==> config.mk <==
export PLATFORM = sky130hd
export DESIGN_NAME = clyde_rcon_seq
export DESIGN_NICKNAME = d
export VERILOG_FILES = /design/src/rtl/clyde_rcon_seq_pkg.sv /design/src/rtl/clyde_rcon_seq_wupd.sv /design/src/rtl/clyde_rcon_seq.sv
export SDC_FILE = /design/constraint.sdc
export NUM_CORES = 1
export LEC_CHECK = 0
export BUFFER_PORTS_ARGS = -buffer_cell sky130_fd_sc_hd__clkbuf_2
export CORE_UTILIZATION = 50
export CTS_BUF_LIST = sky130_fd_sc_hd__clkbuf_8 sky130_fd_sc_hd__clkbuf_16
export CTS_CLUSTER_DIAMETER = 40
export DETAILED_ROUTE_END_ITERATION = 6
export MAX_ROUTING_LAYER = met4
export PLACE_DENSITY_LB_ADDON = 0.2
export SYNTH_ARGS = -nofsm -noshare
export SYNTH_HDL_FRONTEND = slang
export SYNTH_SLANG_ARGS = --single-unit
==> constraint.sdc <==
create_clock -name clk -period 2.1 [get_ports clk]
set_clock_uncertainty 0.1 [all_clocks]
set_input_delay 0.105 -clock clk [delete_from_list [all_inputs] [get_ports clk]]
set_output_delay 0.105 -clock clk [all_outputs]
set_load 0.05 [all_outputs]
==> src/rtl/clyde_rcon_seq_pkg.sv <==
`default_nettype none
// +--------------------------------------------------------------------+
// | clyde_rcon_seq_pkg : shared constants and FSM encoding for Clyde    |
// | Rev 1.0 - initial release                                          |
// +--------------------------------------------------------------------+
package clyde_rcon_seq_pkg;

    localparam logic [3:0] CLYDE_W_INIT  = 4'b0001;
    // Final constant of the default-length sequence; must track CLYDE_NROUNDS.
    localparam logic [3:0] CLYDE_W_LAST  = 4'b1110;
    localparam int         CLYDE_NROUNDS = 12;

    typedef enum logic [0:0] {
        ST_IDLE = 1'b0,
        ST_RUN  = 1'b1
    } clyde_state_e;

endpackage
`default_nettype wire

==> src/rtl/clyde_rcon_seq_wupd.sv <==
`default_nettype none
// +--------------------------------------------------------------------+
// | Wupd / wupd_inv : forward and inverse 4-bit round-constant LFSR     |
// | Rev 1.0 - initial release                                          |
// +--------------------------------------------------------------------+
module Wupd (
    input  logic [3:0] w,
    output logic [3:0] w_next
);
    assign w_next = {w[2:0], 1'b0} ^ (w[3] ? 4'b0011 : 4'b0000);
endmodule

module wupd_inv (
    input  logic [3:0] w,
    output logic [3:0] w_prev
);
    // Undoes the shift: the bit fed back into w[0]/w[1] was the old w[3].
    assign w_prev = {w[0], w[3], w[2], w[1] ^ w[0]};
endmodule
`default_nettype wire

==> src/rtl/clyde_rcon_seq.sv <==
`default_nettype none
// +--------------------------------------------------------------------+
// | clyde_rcon_seq : forward/inverse round-constant sequencer for Clyde |
// | Rev 1.0 - initial release                                          |
// +--------------------------------------------------------------------+
module clyde_rcon_seq
    import clyde_rcon_seq_pkg::*;
#(
    parameter int NROUNDS = CLYDE_NROUNDS
) (
    input  logic       clk,
    input  logic       rst_n,
    input  logic       start,
    input  logic       decrypt,
    input  logic       step,
    input  logic       abort,
    output logic [3:0] W,
    output logic [3:0] round,
    output logic       busy,
    output logic       last,
    output logic       done
);

    localparam logic [3:0] ROUND_LAST = 4'(NROUNDS - 1);

    clyde_state_e state, state_nxt;
    logic         dir, dir_nxt;
    logic [3:0]   w_nxt, round_nxt;
    logic         done_nxt;
    logic [3:0]   w_fwd, w_inv;

    Wupd u_wupd (
        .w      (W),
        .w_next (w_fwd)
    );

    wupd_inv u_wupd_inv (
        .w      (W),
        .w_prev (w_inv)
    );

    assign busy = (state == ST_RUN);
    assign last = busy && (dir ? (round == 4'd0) : (round == ROUND_LAST));

    always_ff @(posedge clk or negedge rst_n) begin
        if (!rst_n) begin
            state <= ST_IDLE;
            dir   <= 1'b0;
            W     <= 4'b0000;
            round <= 4'd0;
            done  <= 1'b0;
        end else begin
            state <= state_nxt;
            dir   <= dir_nxt;
            W     <= w_nxt;
            round <= round_nxt;
            done  <= done_nxt;
        end
    end

    always_comb begin
        state_nxt = state;
        dir_nxt   = dir;
        w_nxt     = W;
        round_nxt = round;
        done_nxt  = 1'b0;

        if (abort) begin
            state_nxt = ST_IDLE;
            w_nxt     = 4'b0000;
            round_nxt = 4'd0;
        end else if (start) begin
            state_nxt = ST_RUN;
            dir_nxt   = decrypt;
            w_nxt     = decrypt ? CLYDE_W_LAST : CLYDE_W_INIT;
            round_nxt = decrypt ? ROUND_LAST : 4'd0;
        end else if (state == ST_RUN && step) begin
            if (last) begin
                state_nxt = ST_IDLE;
                w_nxt     = 4'b0000;
                round_nxt = 4'd0;
                done_nxt  = 1'b1;
            end else begin
                w_nxt     = dir ? w_inv : w_fwd;
                round_nxt = dir ? round - 4'd1 : round + 4'd1;
            end
        end
    end

endmodule
`default_nettype wire

==> flow_summary_export.csv, run 1 <==
group,metric,value,unit
sta,worst_pin_slew,437,ps
routing,viasPerCell,5.59,
routing,drcViolationCount,0,
sta,worst_slack,182,ps
yosys,ys_warn_count,0,
cts,cts_sinks,11,
cts,root_buffer,"clkbuf_8",
routing,routed-via-count,576,
critical_path,r2r_slack,360,ps
critical_path,worst_ep_arrival_time,1710,ps
yosys,synth_cells,68,
cts,cts_resized,0,
sta,fmax,521,MHz
sta,hold_viol,0,
final_layout,drive_above_1_share,35.2,%
critical_path,cp_max_fo,13,
routing,drt-pass1-iter-count,4,
yosys,synth_cell_types,31,
die,die_w,39.8,um
power_and_ir_drop,irDropWorstVdd,0.000510,V
die,io_pins,17,
cts,cts_hold_buf,1,
sta,finalSetupViolations,0,
sta,tns,0,ps
placed_design,place_ws,380,ps
die,fp.coreArea,1320,um^2
final_layout,area_growth,20.0,%
yosys,synth_seq_cells,11,
run,cap_viol_max_count,0,
critical_path,path_class,"reg2out",
sta,period_minus_slack,1920,ps
global_routing,overflow,0,
final_layout,fill_cells,116,
final_layout,insertedDiodeCount,0,
placed_design,place_congestion,0.777,
die,initial_core_util,54.1,%
critical_path,end_kind,"output port",
final_layout,fin_nets,98,
global_routing,grt_pass1_vias,509,
critical_path,startpoint,"dir",
die,die_area,1580,um^2
routing,routedWlPerCell,14.9,um
final_layout,multi_input_area,419,um^2
yosys,ys_seq_area_share,38.6,%
yosys,netlist_area,713,um^2
yosys,syn_nets,77,
min_path,hold_end,"dir",
die,num_rows,13,
placed_design,place_inst,98,
die,die_h,39.8,um
cts,clk_pin_slew,50,ps
cts,cts_buffers,3,
sta,slew_headroom,70.6,%
placed_design,io_buffers,16,
power_and_ir_drop,p_per_area,918,nW/um^2
run_status,outcome,"completed",
global_routing,track_usage,24.5,%
sta,period_share,91.3,%
final_layout,fin_cells,103,
cts,worstSkewPairLatency,240,ps
routing,drt_iter0_drc,15,
critical_path,start_kind,"flop",
global_routing,grt_pass1_wl,2.34,mm
cts,htree_num_levels,1,
critical_path,timing.rr.end,"round[3]",
min_path,hold_class,"in2reg",
cts,tritoncts,"built",
cts,cts_setup_buffers,0,
final_layout,ff_latch_area,275,um^2
critical_path,worstPathRequired,1890,ps
sta,slew_viol_final,0,
sta,whs,31.3,ps
min_path,worstHoldPathCells,3,
global_routing,antenna_found_initial,0,
critical_path,r2r-start,"dir",
sta,rsz0062_at_grt,"no",
power_and_ir_drop,leakage,0.000395,uW
placed_design,hpwl,1.13,mm
cts,ctsLongestPathBuffers,2,
yosys,syn_avg_cell_area,10.5,um^2
critical_path,reg2reg_depth,5,
min_path,hp-start,"decrypt",
routing,wirelength,1.53,mm
routing,ant_nets,0,
global_routing,grt_max_degree,14,
power_and_ir_drop,total_power,786,uW
-- through the flow --
step / util (%) / cell area [um^2]
after floorplan: - / 713
after global placement: 60.8 / 801
after detailed placement: 60.8 / 801
after CTS: 65.0 / 856
after global routing: 65.0 / 856
final: 65.0 / 856
-- synthesized netlist by cell type (all sizes together) --
| cell type | instances | area share, % |
|---|---|---|
| and2 | 1 | 0.88 |
| o31ai | 1 | 1.1 |
| fa | 1 | 2.8 |
| a21oi | 3 | 2.6 |
| nand2 | 6 | 3.2 |
| ha | 2 | 3.5 |
| buf | 1 | 1.6 |
| nor2b | 2 | 2.8 |
| a21o | 1 | 1.1 |
| o211ai | 1 | 1.1 |
| nor4 | 1 | 0.88 |
| a211oi | 2 | 3.5 |
| a31oi | 1 | 0.88 |
| mux2i | 1 | 1.4 |
| and4b | 1 | 1.9 |
| xnor2 | 4 | 4.9 |
| nand3 | 1 | 0.70 |
| a311oi | 2 | 5.8 |
| nand3b | 1 | 1.1 |
| xor2 | 1 | 1.2 |
| o22ai | 3 | 2.6 |
| inv | 2 | 1.1 |
| nor4b | 1 | 2.1 |
| o21ai | 7 | 6.5 |
| mux2 | 1 | 1.6 |
| dfrtp | 11 | 39 |
| nor2 | 9 | 4.7 |
-- area by class of cell --
cell class	instances	share of cell area, %
tap	15	2.19
timing repair buffer	17	10.5
clock buffer	3	4.82
inverter	2	0.877
multi-input combinational	54	49.0
clock inverter	1	0.439
sequential	11	32.2
-- report_power, final --
part / total, uW / switching [uW] / internal, uW
sequential: 290 / 51.3 / 239
clock: 217 / 87.9 / 129
combinational: 279 / 182 / 97.3
total: 786 / 321 / 465
-- logic make-up (layout without fill, tap and decap cells) --
| kind of cell | count (synthesis) | in the layout | synth area share (%) |
|---|---|---|---|
| DFF | 11 | 11 | 38.6 |
| muxes | 2 | 2 | 2.98 |
| adders and majority gates | 3 | 3 | 6.32 |
| buffers and inverters | 3 | 23 | 2.63 |
| and+or+nand+nor | 23 | 23 | 18.2 |
| AOI/OAI and AO/OA | 21 | 21 | 25.1 |
| xor gates and xnor gates | 5 | 5 | 6.14 |
-- per-layer routing --
metal  GRT usage [%]  routed length, um
met1            29.3                714
met2            36.1                709
met3            6.82                 61
met4            15.5                 44
met5               -                  0
-- worst max-delay path by stage --
stage	end	slack, ps	depth (start not counted)
floorplan	round[3]	310	5
global placement	round[3]	410	5
detailed placement	round[3]	380	5
CTS	last	180	4
global route	last	80	4
finish	last	180	4
-- worst max-delay path, stage by stage, from the launching register on --
cell	delay [ps]
dfrtp_1	600
nor4b_2	380
o21ai_4	130
inv_2	90
clkbuf_2	270
-- cell usage in the layout (no fill, tap or decap), types with 2 or more instances in the layout --
cell type	instances
o21ai_0	6
nor2_1	9
ha_1	2
clkbuf_2	16
nand2_1	6
a21oi_1	2
o22ai_1	3
a211oi_2	2
inv_2	2
clkbuf_8	3
xnor2_1	4
dfrtp_1	11
-- flip-flops by register name, summed over array words and instances (netlist names) --
| name | cells |
|---|---|
| round | 4 |
| W | 4 |
| done | 1 |
| dir | 1 |
| busy | 1 |
Note: power is estimated with default switching activity, not from simulation.
==> inputs of run 2 (changes only) <==
--- a/config.mk
+++ b/config.mk
@@ -11,7 +11,7 @@
 export CTS_CLUSTER_DIAMETER = 40
 export DETAILED_ROUTE_END_ITERATION = 6
 export MAX_ROUTING_LAYER = met4
-export PLACE_DENSITY_LB_ADDON = 0.2
+export PLACE_DENSITY_LB_ADDON = 0.05
 export SYNTH_ARGS = -nofsm -noshare
 export SYNTH_HDL_FRONTEND = slang
 export SYNTH_SLANG_ARGS = --single-unit
==> run 2 against run 1 <==
Effect of this change:
- routed wire length fell by 6.3%
- sequential cell count unchanged
- sequential share of layout area stayed put
- via count is 0.17% higher
- register-to-register slack is essentially flat
- die area unchanged
- power shrank 0.65%
- highest routed layer unchanged
==> flow_summary_export.csv, run 2 (synthesized netlist as in run 1, its figures left out) <==
group,metric,value,unit
power_and_ir_drop,total_power,781,uW
final_layout,fin_nets,98,
final_layout,multi_input_area,419,um^2
final_layout,fill_cells,110,
routing,wirelength,1.43,mm
min_path,hold_class,"in2reg",
routing,drt_iter0_drc,5,
final_layout,ff_latch_area,275,um^2
routing,ant_nets,0,
cts,cts_sinks,11,
die,io_pins,17,
routing,routed-via-count,577,
routing,drcViolationCount,0,
run,cap_viol_max_count,0,
power_and_ir_drop,leakage,0.000395,uW
critical_path,path_class,"reg2out",
final_layout,insertedDiodeCount,0,
cts,ctsLongestPathBuffers,2,
die,num_rows,13,
final_layout,area_growth,20.0,%
die,die_w,39.8,um
sta,worst_pin_slew,421,ps
power_and_ir_drop,irDropWorstVdd,0.000565,V
final_layout,final_common_cell,"clkbuf_2",
die,fp.coreArea,1320,um^2
final_layout,fin_util,65.0,%
cts,cts_setup_buffers,0,
sta,finalSetupViolations,0,
placed_design,place_congestion,0.729,
cts,cts_resized,0,
sta,rsz0062_at_grt,"no",
final_layout,drive_above_1_share,35.2,%
cts,worstSkewPairLatency,240,ps
sta,fmax,525,MHz
routing,drt-pass1-iter-count,2,
global_routing,grt_max_degree,14,
cts,clk_pin_slew,50,ps
cts,cts_buffers,3,
cts,tritoncts,"built",
routing,viasPerCell,5.60,
global_routing,grt_pass1_vias,510,
die,initial_core_util,54.1,%
final_layout,final_cell_mix,"16 x clkbuf_2, 11 x dfrtp_1, 9 x nor2_1",
global_routing,grt_pass1_wl,2.25,mm
sta,slew_viol_final,0,
cts,htree_num_levels,1,
run_status,outcome,"completed",
global_routing,overflow,0,
sta,whs,35.8,ps
critical_path,worstPathRequired,1890,ps
final_layout,reg.largest.list,"W x4, round x4",
cts,root_buffer,"clkbuf_8",
final_layout,fin_cells,103,
sta,period_minus_slack,1900,ps
placed_design,place_inst,98,
sta,tns,0,ps
critical_path,end_kind,"output port",
die,die_area,1580,um^2
critical_path,cp_max_fo,13,
power_and_ir_drop,p_per_area,912,nW/um^2
routing,routedWlPerCell,13.9,um
critical_path,start_kind,"flop",
global_routing,track_usage,22.3,%
cts,cts_hold_buf,1,
critical_path,worst_ep_arrival_time,1700,ps
sta,hold_viol,0,
sta,slew_headroom,71.9,%
die,die_h,39.8,um
sta,period_share,90.7,%
global_routing,antenna_found_initial,0,
placed_design,io_buffers,16,
[run 2: cell counts in the layout (fill, tap and decap cells not counted)]
Identical to the previous run, type by type.
[run 2: area by class of cell]
type                            instances  area share (%)
Inverter                                2           0.877
Clock inverter                          1           0.439
Clock buffer                            3            4.82
Sequential cell                        11            32.2
Multi-Input combinational cell         54            49.0
Timing Repair Buffer                   17            10.5
Tap cell                               15            2.19
[run 2: per-layer routing]
metal | vias to the layer above | part of all wire (%) | GRT usage [%]
li1 | 289 | - | -
met1 | 271 | 47 | 28.1
met2 | 12 | 49 | 36.1
met3 | 5 | 2.4 | 1.70
met4 | 0 | 1.6 | 10.3
met5 | - | 0 | -
[run 2: metrics by stage]
step | setup WS [ps] | area [um^2]
after floorplan | 310 | 713
after global placement | 408 | 801
after detailed placement | 341 | 801
after CTS | 189 | 856
after global routing | 73.2 | 856
final | 196 | 856
[run 2: report_power, final]
group | switching (uW) | internal [uW]
registers | 49.4 | 239
logic | 184 | 97.2
clock network | 82.4 | 129
total | 316 | 465
[run 2: final timing paths]
path | start | endpoint | slack [ps] | cells past startpoint
min in group asynchronous | rst_n | W[2] | 180 | 2
worst min-delay path | decrypt | dir | 40 | 3
worst min register to register | round[2] | round[2] | 460 | 2
worst max register to register | dir | round[3] | 350 | 5
worst max-delay path | dir | last | 200 | 4
max in group asynchronous | rst_n | round[3] | 1500 | 2
[run 2: worst max-delay path, stage by stage (launching register included)]
cell and delay, ps:
dfrtp_1 600, nor4b_2 380, o21ai_4 130, inv_2 80
clkbuf_2 270
